## src/rtl/serial_bit_tx_if.sv

```systemverilog
// Load handshake and serial output bundle for serial_bit_tx.
// master drives words in; slave is the transmitter side.
interface serial_bit_tx_if #(
    parameter int unsigned WIDTH = 8
);
    logic             load_valid;
    logic             load_ready;
    logic [WIDTH-1:0] load_data;
    logic             ser_out;
    logic             ser_active;
    logic             done;

    modport master (
        output load_valid, load_data,
        input  load_ready, ser_out, ser_active, done
    );

    modport slave (
        input  load_valid, load_data,
        output load_ready, ser_out, ser_active, done
    );
endinterface

```

## src/rtl/serial_bit_tx.sv

```systemverilog
// Parallel-to-serial transmitter: one WIDTH-bit word per frame, one bit per clock, done pulse at end.
// Optional even-parity bit after the data bits when SERIAL_BIT_TX_PARITY_EN is defined.
module serial_bit_tx #(
    parameter int unsigned WIDTH     = 8,
    parameter int unsigned MSB_FIRST = 0
) (
    input logic            clk,
    input logic            rst_n,
    serial_bit_tx_if.slave bus
);
    localparam int unsigned CW = $clog2(WIDTH + 1);

    typedef enum logic [1:0] {
        IDLE  = 2'd0,
        SHIFT = 2'd1,
`ifdef SERIAL_BIT_TX_PARITY_EN
        PAR   = 2'd2,
`endif
        DONE  = 2'd3
    } state_t;

    state_t           state;
    logic [WIDTH-1:0] shreg;
    logic [CW-1:0]    cnt;
    logic             ser_out_q;
    logic             ser_active_q;
    logic             done_q;
    logic             ready_q;
`ifdef SERIAL_BIT_TX_PARITY_EN
    logic             parity_q;
`endif

    assign bus.ser_out    = ser_out_q;
    assign bus.ser_active = ser_active_q;
    assign bus.done       = done_q;
    assign bus.load_ready = ready_q;

    // cnt holds the number of bits already placed on ser_out in this frame
    always_ff @(posedge clk or negedge rst_n) begin
        if (!rst_n) begin
            state        <= IDLE;
            shreg        <= '0;
            cnt          <= '0;
            ser_out_q    <= 1'b0;
            ser_active_q <= 1'b0;
            done_q       <= 1'b0;
            ready_q      <= 1'b1;
`ifdef SERIAL_BIT_TX_PARITY_EN
            parity_q     <= 1'b0;
`endif
        end else begin
            done_q <= 1'b0;
            case (state)
                IDLE: begin
                    if (bus.load_valid) begin
                        state        <= SHIFT;
                        ready_q      <= 1'b0;
                        ser_active_q <= 1'b1;
                        cnt          <= CW'(1);
                        if (MSB_FIRST != 0) begin
                            ser_out_q <= bus.load_data[WIDTH-1];
                            shreg     <= bus.load_data << 1;
                        end else begin
                            ser_out_q <= bus.load_data[0];
                            shreg     <= bus.load_data >> 1;
                        end
`ifdef SERIAL_BIT_TX_PARITY_EN
                        parity_q <= ^bus.load_data;
`endif
                    end
                end
                SHIFT: begin
                    if (cnt == CW'(WIDTH)) begin
`ifdef SERIAL_BIT_TX_PARITY_EN
                        state     <= PAR;
                        ser_out_q <= parity_q;
`else
                        state        <= DONE;
                        ser_out_q    <= 1'b0;
                        ser_active_q <= 1'b0;
                        done_q       <= 1'b1;
`endif
                    end else begin
                        cnt <= cnt + CW'(1);
                        if (MSB_FIRST != 0) begin
                            ser_out_q <= shreg[WIDTH-1];
                            shreg     <= shreg << 1;
                        end else begin
                            ser_out_q <= shreg[0];
                            shreg     <= shreg >> 1;
                        end
                    end
                end
`ifdef SERIAL_BIT_TX_PARITY_EN
                PAR: begin
                    state        <= DONE;
                    ser_out_q    <= 1'b0;
                    ser_active_q <= 1'b0;
                    done_q       <= 1'b1;
                end
`endif
                DONE: begin
                    state   <= IDLE;
                    ready_q <= 1'b1;
                end
                default: begin
                    state        <= IDLE;
                    ready_q      <= 1'b1;
                    ser_out_q    <= 1'b0;
                    ser_active_q <= 1'b0;
                end
            endcase
        end
    end
endmodule

```

## src/flat_wrapper.sv

```systemverilog
// flat-port wrapper written by rule: the top's interface ports become plain ports
module serial_bit_tx_flat 
#(
    parameter int unsigned WIDTH     = 8,
    parameter int unsigned MSB_FIRST = 0
)
  (clk, rst_n, bus_load_valid, bus_load_data, bus_load_ready, bus_ser_out, bus_ser_active, bus_done);
  serial_bit_tx_if #(.WIDTH(WIDTH)) bus_i ();
  input logic clk;
  input logic rst_n;
  input wire logic [$bits(bus_i.load_valid)-1:0] bus_load_valid;
  input wire logic [$bits(bus_i.load_data)-1:0] bus_load_data;
  output wire logic [$bits(bus_i.load_ready)-1:0] bus_load_ready;
  output wire logic [$bits(bus_i.ser_out)-1:0] bus_ser_out;
  output wire logic [$bits(bus_i.ser_active)-1:0] bus_ser_active;
  output wire logic [$bits(bus_i.done)-1:0] bus_done;
  assign bus_i.load_valid = bus_load_valid;
  assign bus_i.load_data = bus_load_data;
  assign bus_load_ready = bus_i.load_ready;
  assign bus_ser_out = bus_i.ser_out;
  assign bus_ser_active = bus_i.ser_active;
  assign bus_done = bus_i.done;
  serial_bit_tx #(.WIDTH(WIDTH), .MSB_FIRST(MSB_FIRST)) u_core (.clk(clk), .rst_n(rst_n), .bus(bus_i));
endmodule
```

## config.mk

```make
export PLATFORM = sky130hd
export DESIGN_NAME = serial_bit_tx_flat
export DESIGN_NICKNAME = d
export VERILOG_FILES = /design/src/rtl/serial_bit_tx_if.sv /design/src/rtl/serial_bit_tx.sv /design/src/flat_wrapper.sv
export SDC_FILE = /design/constraint.sdc
export NUM_CORES = 1
export LEC_CHECK = 0
export BUFFER_PORTS_ARGS = -buffer_cell sky130_fd_sc_hd__buf_2
export CAP_MARGIN = 0
export CORE_ASPECT_RATIO = 0.9
export CORE_MARGIN = 1.5
export CORE_UTILIZATION = 45
export CTS_CLUSTER_SIZE = 28
export DETAILED_ROUTE_END_ITERATION = 6
export PLACE_DENSITY = 0.75
export SLEW_MARGIN = 20
export SYNTH_ARGS = -nofsm -noshare
export SYNTH_HDL_FRONTEND = slang
export SYNTH_SLANG_ARGS = --single-unit
```

## constraint.sdc

```tcl
create_clock -name clk -period 1.45 [get_ports clk]
set_input_delay 0.29 -clock clk [delete_from_list [all_inputs] [get_ports clk]]
set_output_delay 0.29 -clock clk [all_outputs]
set_load 0.005 [all_outputs]
```

==> results.toml <==
[run_status]
status = "complete, but fails checks"
violations = "setup timing"

[worst_hold_path]
hold_class = "in2reg"
hold_path_end = "u_core.shreg[6]"
hp-start = "bus_load_data[7]"
whs_path_depth = 2

[setup_path]
cp_slowest_stage_delay_ps = 370
r2r-start = "u_core.cnt[0]"
reg2reg_to = "u_core.shreg[0]"
rr_worst_depth = 6
slowest_stage = "dfrtp_1"
cp.arrival_ps = 1680
regToRegSetupSlack_ps = -50
critPathKind = "reg2reg"
required_ps = 1630
worst_setup_path_start_kind = "flip-flop"
worstPathMaxFanout = 6
crit_chain = "inv_1, ha_2, and3b_2, a21oi_4, buf_12, mux2_4"
crit_path_end_kind = "flip-flop"

[synth]
ys_ff_latch = 17
yosys.area.top_type_share = 0.453
syn_inst = 67
seq_area_frac_synth = 0.483
synthesis.nets = 80
ys_warn_count = 0
synth_cell_types = 25
syn-mean-instance-area_um2 = 13.2
synth_area_leaders = "dfrtp_1, mux2_4, dfstp_2, ha_1, buf_6"
syn_area_um2 = 883
yosysTopAreaCell = "dfrtp_1"

[grt]
antenna_found_initial = 0
grt.overflow.total = 0
grt_first_pass_wirelength_um = 2840
grt_usage = 0.173
grt_pass1_vias = 633
grt_max_degree = 18

[layout]
syn2layout_area_growth_pct = 26.1
fin_util = 0.593
final_cells = 121
drive_gt1_frac = 0.521
diodes = 0
fin_area_um2 = 1110
finalNetCount = 110

[timing]
setup-tns-final_ps = -265
grt_setup_unrepaired = "true"
setup_viol = 6
tightest_slew_ps = 402
hold_violations = 0
period_share = 1.03
worst_slack_ps = -49.6
finClkSkew_ps = 0.476
max_slew_margin = 0.731
max_freq_mhz = 667
min_period_ps = 1500
slew_violations = 0

[detailed_routing]
vias_per_cell = 4.99
drcViolationCount = 0
ant_nets = 0
dr.pass1.iters = 4
via_count = 604
wl_um = 1690
detailedRoute.firstIterationViolations = 7
wl_per_cell_um = 14.0

[clocking]
clockBufferDepth = 2
clk_latency_ps = 290
cts_tree = "yes"
cts_sinks = 17
cts.clk_slew.worst_paths_ps = 100
cts_max_level = 1
cts_made_buffers = 3
cts-root-buf = "clkbuf_4"

[floorplan]
ios = 15
core.rowCount = 15
die-area_um2 = 2240
coreArea_um2 = 1880
die_x_um = 49.7
initial_core_util = 0.471
fp.dieH_um = 45.0

[placement]
dpl.hpwl_um = 1180
place_area_um2 = 1030
io_buffer_count = 14
gp_congestion = 0.755
dp.cells = 112

[flow_run]
maxCapViolations = 0

[power_and_ir_drop]
power.density_nw_per_um2 = 2240
vdd_drop_max_uv = 1150
p_leak_nw = 0.598
[cell type report]
cell class	instances	area, um2
multi-input cells	42	423
fillers	163	763
repair buffers	27	183
well taps	25	31.3
inverters	6	22.5
clock inverters	1	5.00
clock buffers	3	22.5
flip-flops and latches	17	427
[synthesized netlist by cell type]
master     n
o311ai_0   1
inv_1      6
buf_6      2
dfrtp_1   16
ha_1       2
and3b_1    1
mux2i_1    1
dfstp_2    1
a21oi_4    1
mux2_4    12
a32o_1     1
a22o_1     2
o41ai_1    1
nand3_1    3
xnor2_1    1
o22ai_1    1
o21ai_0    4
nor2b_4    1
or2b_1     1
o21bai_1   1
and2b_2    1
nor3b_1    1
nor2_1     4
nand3b_1   1
a21o_2     1
[what timing repair did]
item                                    in CTS  in global routing
endpoints found under the setup margin       7                  8
resized for setup                            0                  1
pin swaps                                    1                  2
buffers inserted                             3                  1
hold endpoints to repair                    16                  0
hold buffers                                 1                  0
gates cloned                                 0                  0
[state kept, by name, summed over array words and instances (netlist names)]
signal / flops
u_core.cnt: 4
u_core.bus.ser_active: 1
u_core.shreg: 7
u_core.bus.ser_out: 1
u_core.bus.load_ready: 1
u_core.state: 2
u_core.bus.done: 1
[power by group]
group / switching [mW] / internal (mW)
Clock: 0.149 / 0.103
Sequential: 0.112 / 0.682
Combinational: 0.576 / 0.873
Total: 0.837 / 1.66
[through the flow]
step,setup WS (ps),hold WS [ps],power [mW]
6_report,-49.6,266,2.49
5_1_grt,-68.1,247,2.66
4_1_cts,-67.5,260,2.46
3_5_place_dp,-91.3,228,2.08
3_3_place_gp,-26.7,229,2.03
2_1_floorplan,-42.7,-5.59,1.76
[how the worst max path moves through the flow]
stage                                  to     startpoint  cells past startpoint
after floorplan           u_core.shreg[0]  u_core.cnt[0]                      5
after global placement    u_core.shreg[0]  u_core.cnt[1]                      5
after detailed placement  u_core.shreg[0]  u_core.cnt[1]                      5
after CTS                 u_core.shreg[0]  u_core.cnt[1]                      6
after global routing      u_core.shreg[0]  u_core.cnt[0]                      6
final                     u_core.shreg[0]  u_core.cnt[0]                      6
[cell families (layout without fill, tap and decap cells)]
family / count (synthesis) / count (layout) / share of synthesized area
muxes: 13 / 13 / 0.215
buffers and inverters: 8 / 37 / 0.0510
xor gates and xnor gates: 1 / 1 / 0.00992
AOI/OAI and AO/OA: 13 / 13 / 0.118
adders and majority gates: 2 / 2 / 0.0283
DFF: 17 / 17 / 0.483
and+or+nand+nor: 13 / 13 / 0.0949
[worst max-delay path: cells and delay by family (launching register included)]
| family | cells | cell delay [ps] |
|---|---|---|
| simple gates | 1 | 220 |
| buf+inv | 2 | 190 |
| fa+ha+maj | 1 | 180 |
| compound gates | 1 | 140 |
| flops | 1 | 370 |
| mux | 1 | 290 |
[layer usage]
layer  track usage  share of wire
met1         0.209           0.47
met4        0.0500         0.0083
met2         0.304           0.48
met3        0.0497          0.037
met5             0              0
[cell usage in the layout, fill, tap and decap left out]
cell            n
dlygate4sd3_1   1
dfstp_2         1
a21o_2          1
a21oi_4         1
buf_2          14
buf_12          1
or2b_1          1
inv_1           6
nor2b_4         1
o21ai_0         4
nor3b_1         1
mux2i_1         1
dfrtp_1        16
nand3_1         3
mux2_4         12
ha_1            1
buf_4          11
and2b_2         1
o22ai_1         1
ha_2            1
xnor2_1         1
nor2_1          4
o41ai_2         1
nand3b_1        1
a32o_1          1
and3b_2         1
clkbuf_4        3
o311ai_0        1
clkinv_2        1
a22o_1          2
o21bai_1        1
No activity file was read; power rests on OpenSTA's default activity.
